==> src/rtl/instr_fetch.sv <==
// Instruction fetch stage: holds the fetch PC, issues single-outstanding
// word requests to instruction memory, buffers returned words in a small
// prefetch FIFO and presents the head entry {pc, instr} to the decoder.
// Taken branches flush the FIFO and discard any response already in flight.
module instr_fetch #(
  parameter logic [31:0] RESET_PC  = 32'h0000_0000,
  parameter int          DEPTH     = 2,
  parameter logic [31:0] NOP_INSTR = 32'hFFFF_FFFF
) (
  input  logic        clk,
  input  logic        rst_n,
  output logic        imem_req,
  output logic [31:0] imem_addr,
  input  logic        imem_ack,
  input  logic [31:0] imem_rdata,
  input  logic        stall,
  input  logic        branch_taken,
  input  logic [31:0] branch_target,
  output logic [31:0] instruction,
  output logic [31:0] pc_out,
  output logic        instr_valid
);

  localparam int             CW      = $clog2(DEPTH + 1);
  localparam logic [CW-1:0]  DEPTH_C = CW'(DEPTH);

  typedef enum logic [1:0] {
    ST_RESET = 2'd0,
    ST_REQ   = 2'd1,
    ST_FLUSH = 2'd2
  } state_t;

  // Fetch control state
  state_t        r_state;
  logic [31:0]   r_fetch_pc;
  logic [31:0]   r_pend_pc;
  logic          r_out;        // a request is being held until its ack

  // Prefetch FIFO, entry 0 is always the head
  logic [31:0]   r_pc  [DEPTH];
  logic [31:0]   r_ins [DEPTH];
  logic [CW-1:0] r_count;

  // Registered decoder-facing outputs
  logic [31:0]   r_instruction;
  logic [31:0]   r_pc_out;
  logic          r_valid;

  // Next-state wires
  logic          w_pop;
  logic          w_issue;
  logic          w_ack;
  logic          w_push;
  logic [CW-1:0] w_wr_idx;
  logic [31:0]   w_pc_n  [DEPTH];
  logic [31:0]   w_ins_n [DEPTH];
  logic [CW-1:0] w_count_n;
  logic          w_valid_n;
  logic [31:0]   w_instr_n;
  logic [31:0]   w_pc_out_n;

  // The head leaves only when the decoder takes it and no redirect is flushing it.
  assign w_pop    = r_valid & ~stall & ~branch_taken;
  // Slot index after this cycle's pop; a new request may only start if a slot is free.
  assign w_wr_idx = r_count - CW'(w_pop);
  // A redirect cycle never starts a new request, so the next one goes to the target.
  assign w_issue  = (r_state == ST_REQ) & ~r_out & ~branch_taken & (w_wr_idx < DEPTH_C);
  assign imem_req  = r_out | w_issue;
  assign imem_addr = r_fetch_pc;
  assign w_ack     = imem_req & imem_ack;
  assign w_push    = w_ack & (r_state == ST_REQ) & ~branch_taken;

  assign instruction = r_instruction;
  assign pc_out      = r_pc_out;
  assign instr_valid = r_valid;

  // Next FIFO contents: redirect clears, otherwise shift out on pop then append on push.
  always_comb begin
    w_pc_n    = r_pc;
    w_ins_n   = r_ins;
    w_count_n = r_count;
    if (branch_taken) begin
      w_count_n = {CW{1'b0}};
    end else begin
      if (w_pop) begin
        for (int i = 0; i < DEPTH - 1; i++) begin
          w_pc_n[i]  = r_pc[i + 1];
          w_ins_n[i] = r_ins[i + 1];
        end
      end else begin
        w_pc_n  = r_pc;
        w_ins_n = r_ins;
      end
      for (int i = 0; i < DEPTH; i++) begin
        w_pc_n[i]  = (w_push && (CW'(i) == w_wr_idx)) ? r_fetch_pc : w_pc_n[i];
        w_ins_n[i] = (w_push && (CW'(i) == w_wr_idx)) ? imem_rdata : w_ins_n[i];
      end
      w_count_n = w_wr_idx + CW'(w_push);
    end
  end

  // Head view of the next FIFO state; pc_out keeps its last value while empty.
  always_comb begin
    w_valid_n  = (w_count_n != {CW{1'b0}});
    w_instr_n  = w_valid_n ? w_ins_n[0] : NOP_INSTR;
    w_pc_out_n = w_valid_n ? w_pc_n[0]  : r_pc_out;
  end

  // FIFO storage and registered head outputs.
  always_ff @(posedge clk or negedge rst_n) begin
    if (!rst_n) begin
      for (int i = 0; i < DEPTH; i++) begin
        r_pc[i]  <= 32'h0000_0000;
        r_ins[i] <= 32'h0000_0000;
      end
      r_count       <= {CW{1'b0}};
      r_valid       <= 1'b0;
      r_instruction <= NOP_INSTR;
      r_pc_out      <= RESET_PC;
    end else begin
      r_pc          <= w_pc_n;
      r_ins         <= w_ins_n;
      r_count       <= w_count_n;
      r_valid       <= w_valid_n;
      r_instruction <= w_instr_n;
      r_pc_out      <= w_pc_out_n;
    end
  end

  // Fetch FSM: PC advance, request hold, and redirect / flush handling.
  always_ff @(posedge clk or negedge rst_n) begin
    if (!rst_n) begin
      r_state    <= ST_RESET;
      r_fetch_pc <= RESET_PC;
      r_pend_pc  <= RESET_PC;
      r_out      <= 1'b0;
    end else begin
      case (r_state)
        ST_RESET: begin
          r_state <= ST_REQ;
          r_out   <= 1'b0;
        end
        ST_REQ: begin
          if (branch_taken) begin
            if (imem_req && !imem_ack) begin
              // Old request must complete at its old address; park the target.
              r_state   <= ST_FLUSH;
              r_pend_pc <= branch_target;
              r_out     <= 1'b1;
            end else begin
              // Nothing pending, or its data arrives now and is dropped.
              r_fetch_pc <= branch_target;
              r_out      <= 1'b0;
            end
          end else if (w_ack) begin
            r_fetch_pc <= r_fetch_pc + 32'd4;
            r_out      <= 1'b0;
          end else begin
            r_out <= imem_req;
          end
        end
        ST_FLUSH: begin
          if (w_ack) begin
            // Stale data is dropped; a redirect in this very cycle wins.
            r_state    <= ST_REQ;
            r_out      <= 1'b0;
            r_fetch_pc <= branch_taken ? branch_target : r_pend_pc;
          end else if (branch_taken) begin
            r_pend_pc <= branch_target;
          end else begin
            r_pend_pc <= r_pend_pc;
          end
        end
        default: begin
          r_state <= ST_RESET;
          r_out   <= 1'b0;
        end
      endcase
    end
  end

endmodule

==> config.mk <==
export PLATFORM = sky130hd
export DESIGN_NAME = instr_fetch
export DESIGN_NICKNAME = d
export VERILOG_FILES = /design/src/rtl/instr_fetch.sv
export SDC_FILE = /design/constraint.sdc
export NUM_CORES = 1
export LEC_CHECK = 0
export CAP_MARGIN = 25
export CORE_MARGIN = 2
export CORE_UTILIZATION = 59
export CTS_BUF_LIST = sky130_fd_sc_hd__clkbuf_16
export DETAILED_ROUTE_END_ITERATION = 8
export PLACE_DENSITY_LB_ADDON = 0.12
export RECOVER_POWER = 100
export SYNTH_ARGS = -nofsm -noshare
export SYNTH_HDL_FRONTEND = slang
export SYNTH_SLANG_ARGS = --single-unit
==> constraint.sdc <==
create_clock -name clk -period 7.71 [get_ports clk]
set_input_delay 1.1565 -clock clk [delete_from_list [all_inputs] [get_ports clk]]
set_output_delay 1.1565 -clock clk [all_outputs]
set_load 0.05 [all_outputs]
==> impl_metrics.tcl <==
set metrics [dict create \
    async_flop_share_pct 100 \
    max_stage_delay_ps 1910 \
    routed_wl_mm 25.1 \
    clk_latency_ps 530 \
    relSlewSlack_pct -75.7 \
    area_growth_pct 19.9 \
    drv_slew 295 \
    synth_enable_flop_cells 0 \
    wire_per_inst_um 18.2 \
    grt_antenna_before_repair 0 \
    core_region_area_mm2 0.0195 \
    synth-seq-area-share_pct 56.3 \
    io_buffers 166 \
    startpoint_type "input pin" \
    ctsLongestPathBuffers 3 \
    hold_slack_ps 481 \
    drc 0 \
    grt_first_pass_wirelength_mm 41.5 \
    cp_cell_sequence "buf_2 -> buf_4 -> nor3b_1 -> ha_1 -> xor2_1 -> nor3_1 -> clkbuf_1 -> o21ai_0 -> mux2_1" \
    yosys.area.top_type "dfrtp_1" \
    rrSetupSlack_ps 2960 \
    min_period_ps 5470 \
    io_pins 167 \
    power_w 0.00623 \
    antenna_cells 0 \
    p_leak_nw 5.88 \
    syn_inst 954 \
    r2r-start "instr_valid" \
    route.antenna.remaining_nets 0 \
    avgSynthCellArea_um2 12.3 \
    violations "max-capacitance violations, max-slew violations" \
    tns_ps 0 \
    mappedNetlistArea_mm2 0.0117 \
    powerDensity_mw_per_mm2 444 \
    netlist_top_cells_area "dfrtp_1 (49%), mux2_2 (9.2%), dfstp_2 (7.2%)" \
    post_cts_buffers 0 \
    place_congestion 0.820 \
    layout-drive-gt1-share_pct 16.3 \
    dpl.hpwl_mm 15.8 \
    hold_end "pc_out[8]" \
    ys_seq_elements 262 \
    worst_pin_slew_ps 2640 \
    ff2ff_path_depth 7 \
    overflow 0 \
    synth_cell_types 66 \
    vdd_drop_max_v 0.000252 \
    die_y_um 145 \
    n_fill_cell 1410 \
    cts_tree "built" \
    hold_violations 0 \
    synth.top_cell.area_share_pct 49.1 \
    rsz0062_at_grt "false" \
    fin_crit_sh_pct 70.9 \
    first_pass_iters 5 \
    yosys_warnings 0 \
    status "finished, violations left" \
    initial_utilization_pct 60.2 \
    grt_pass1_vias 7771 \
    syn_nets 1030 \
    rows 51 \
    path_clk_slew_ps 60 \
    hold-path-cell-count 1 \
    r2r-end "pc_out[3]" \
    hold_class "register to register" \
    slowest_stage "clkbuf_1" \
    grt_max_degree 101 \
    fin_nets 1174 \
    min_from "pc_out[8]" \
    floorplan.die.width_um 145 \
    worstSetupPathType "input pin to register" \
    arrival_ps 5880 \
    critPathCaptureType "register" \
    numCtsBuffers 27 \
    cp.required_ps 8120 \
    holdBufCountCts 0 \
    setup_violations 0 \
    htree_levels 1 \
    maxCapViolCount 7 \
    finClkSkew_ps 7.43 \
    dieArea_mm2 0.0210 \
    drtIter0Drc 475 \
    synth_flop_cell "dfrtp_1" \
    via_per_inst 5.73 \
    cts.sinks 262 \
    grt_util_all_layers_pct 24.0 \
    dr_total_vias 7924 \
    cts_resized 0 \
    root_buffer "clkbuf_16" \
    crit_fanout 68 \
    fmax_mhz 183 \
]
worst max path at each step:
stage / startpoint / end / cells after the start / slack [ps]
2_1_floorplan: branch_taken / imem_req / 7 / 3080
3_3_place_gp: branch_taken / imem_req / 7 / 3140
3_5_place_dp: branch_taken / imem_req / 7 / 3110
4_1_cts: branch_taken / imem_req / 7 / 3100
5_1_grt: branch_taken / pc_out[3] / 9 / 1740
6_report: branch_taken / pc_out[3] / 9 / 2240
final cells by class:
class                           count  area, µm²  share of cell area [%]
Sequential cell                   262       6600                    47.0
Multi-Input combinational cell    612       4520                    32.2
Timing Repair Buffer              182       1770                    12.6
Clock buffer                       27        676                    4.81
Tap cell                          265        332                    2.36
Clock inverter                     23       97.6                   0.695
Inverter                           13       48.8                   0.348
kinds of logic (layout without fill, tap and decap cells):
logic type / Yosys count / in the layout / share of synthesized area (%)
compound gates: 205 / 205 / 10.9
flops: 262 / 262 / 56.3
fa+ha+maj: 7 / 7 / 0.748
simple gates: 201 / 201 / 8.84
xor+xnor: 4 / 4 / 0.363
mux: 195 / 195 / 18.9
buf+inv: 80 / 245 / 3.89
cells in the final DEF, fill, tap and decap left out, drive strengths merged, types with 4 or more instances in the layout:
cell type	netlist	routed
dfrtp	230	230
mux2	129	129
o21ai	109	109
dlygate4sd3	0	99
nand2	86	86
mux2i	66	66
clkdlybuf4s50	0	65
clkbuf	19	35
nand2b	34	34
dfstp	32	32
nor2	24	24
inv	13	24
a21oi	23	23
a22o	16	16
clkinv	0	12
nor3	11	11
nand3	11	11
buf	48	10
nor4	9	9
o22ai	8	8
a22oi	8	8
and3	8	8
ha	7	7
o41ai	7	7
a31oi	6	6
a221oi	4	4
o31a	4	4
state kept, by name (all words and copies together) (netlist names):
| signal | count |
|---|---|
| r_count | 2 |
| r_state | 2 |
| r_ins | 64 |
| r_out | 1 |
| instruction | 32 |
| r_pc | 64 |
| r_pend_pc | 32 |
| imem_addr | 32 |
| instr_valid | 1 |
| pc_out | 32 |
cell usage after synthesis, types with 5 or more instances:
master / n
o21ai_1: 47
and3_1: 7
nor2_1: 24
nor4_1: 8
mux2_4: 27
o21ai_0: 62
clkbuf_1: 17
nand3_1: 8
o22ai_1: 8
buf_2: 30
nand2_1: 85
nor3_1: 8
mux2i_1: 66
o41ai_1: 5
a21oi_1: 23
a22oi_1: 8
dfstp_2: 32
dfrtp_1: 230
ha_1: 7
inv_1: 13
a22o_1: 16
buf_6: 13
mux2_1: 6
mux2_2: 96
nand2b_1: 34
a31oi_1: 6
routing by layer:
| layer | GRT usage [%] | wire, µm |
|---|---|---|
| met1 | 35.8 | 11700 |
| met2 | 37.5 | 11700 |
| met3 | 3.81 | 1350 |
| met4 | 5.25 | 384 |
| met5 | 0 | 0 |
power by group:
part	total, W	switching, W	internal, W	leakage (nW)
Sequential	0.00246	0.000414	0.00204	3.27
Combinational	0.00263	0.00167	0.000962	2.19
Clock	0.00115	0.000514	0.000631	0.421
critical path, delay by kind of cell:
kind | cells | cell delay, ps
xor gates and xnor gates | 1 | 200
and+or+nand+nor | 2 | 1010
buffers and inverters | 3 | 2280
AOI/OAI and AO/OA | 1 | 500
adders and majority gates | 1 | 240
muxes | 1 | 450
metrics by stage:
| step | utilization (%) | worst slack (ps) | instances | area, µm² |
|---|---|---|---|---|
| after floorplan | - | 3080 | 954 | 11700 |
| after global placement | 68.9 | 3140 | 1331 | 13400 |
| after detailed placement | 69.0 | 3110 | 1332 | 13400 |
| after CTS | 73.0 | 3100 | 1382 | 14200 |
| after global routing | 72.1 | 1740 | 1384 | 14000 |
| final | 72.1 | 2240 | 1384 | 14000 |
(Power assumes the default switching activity.)
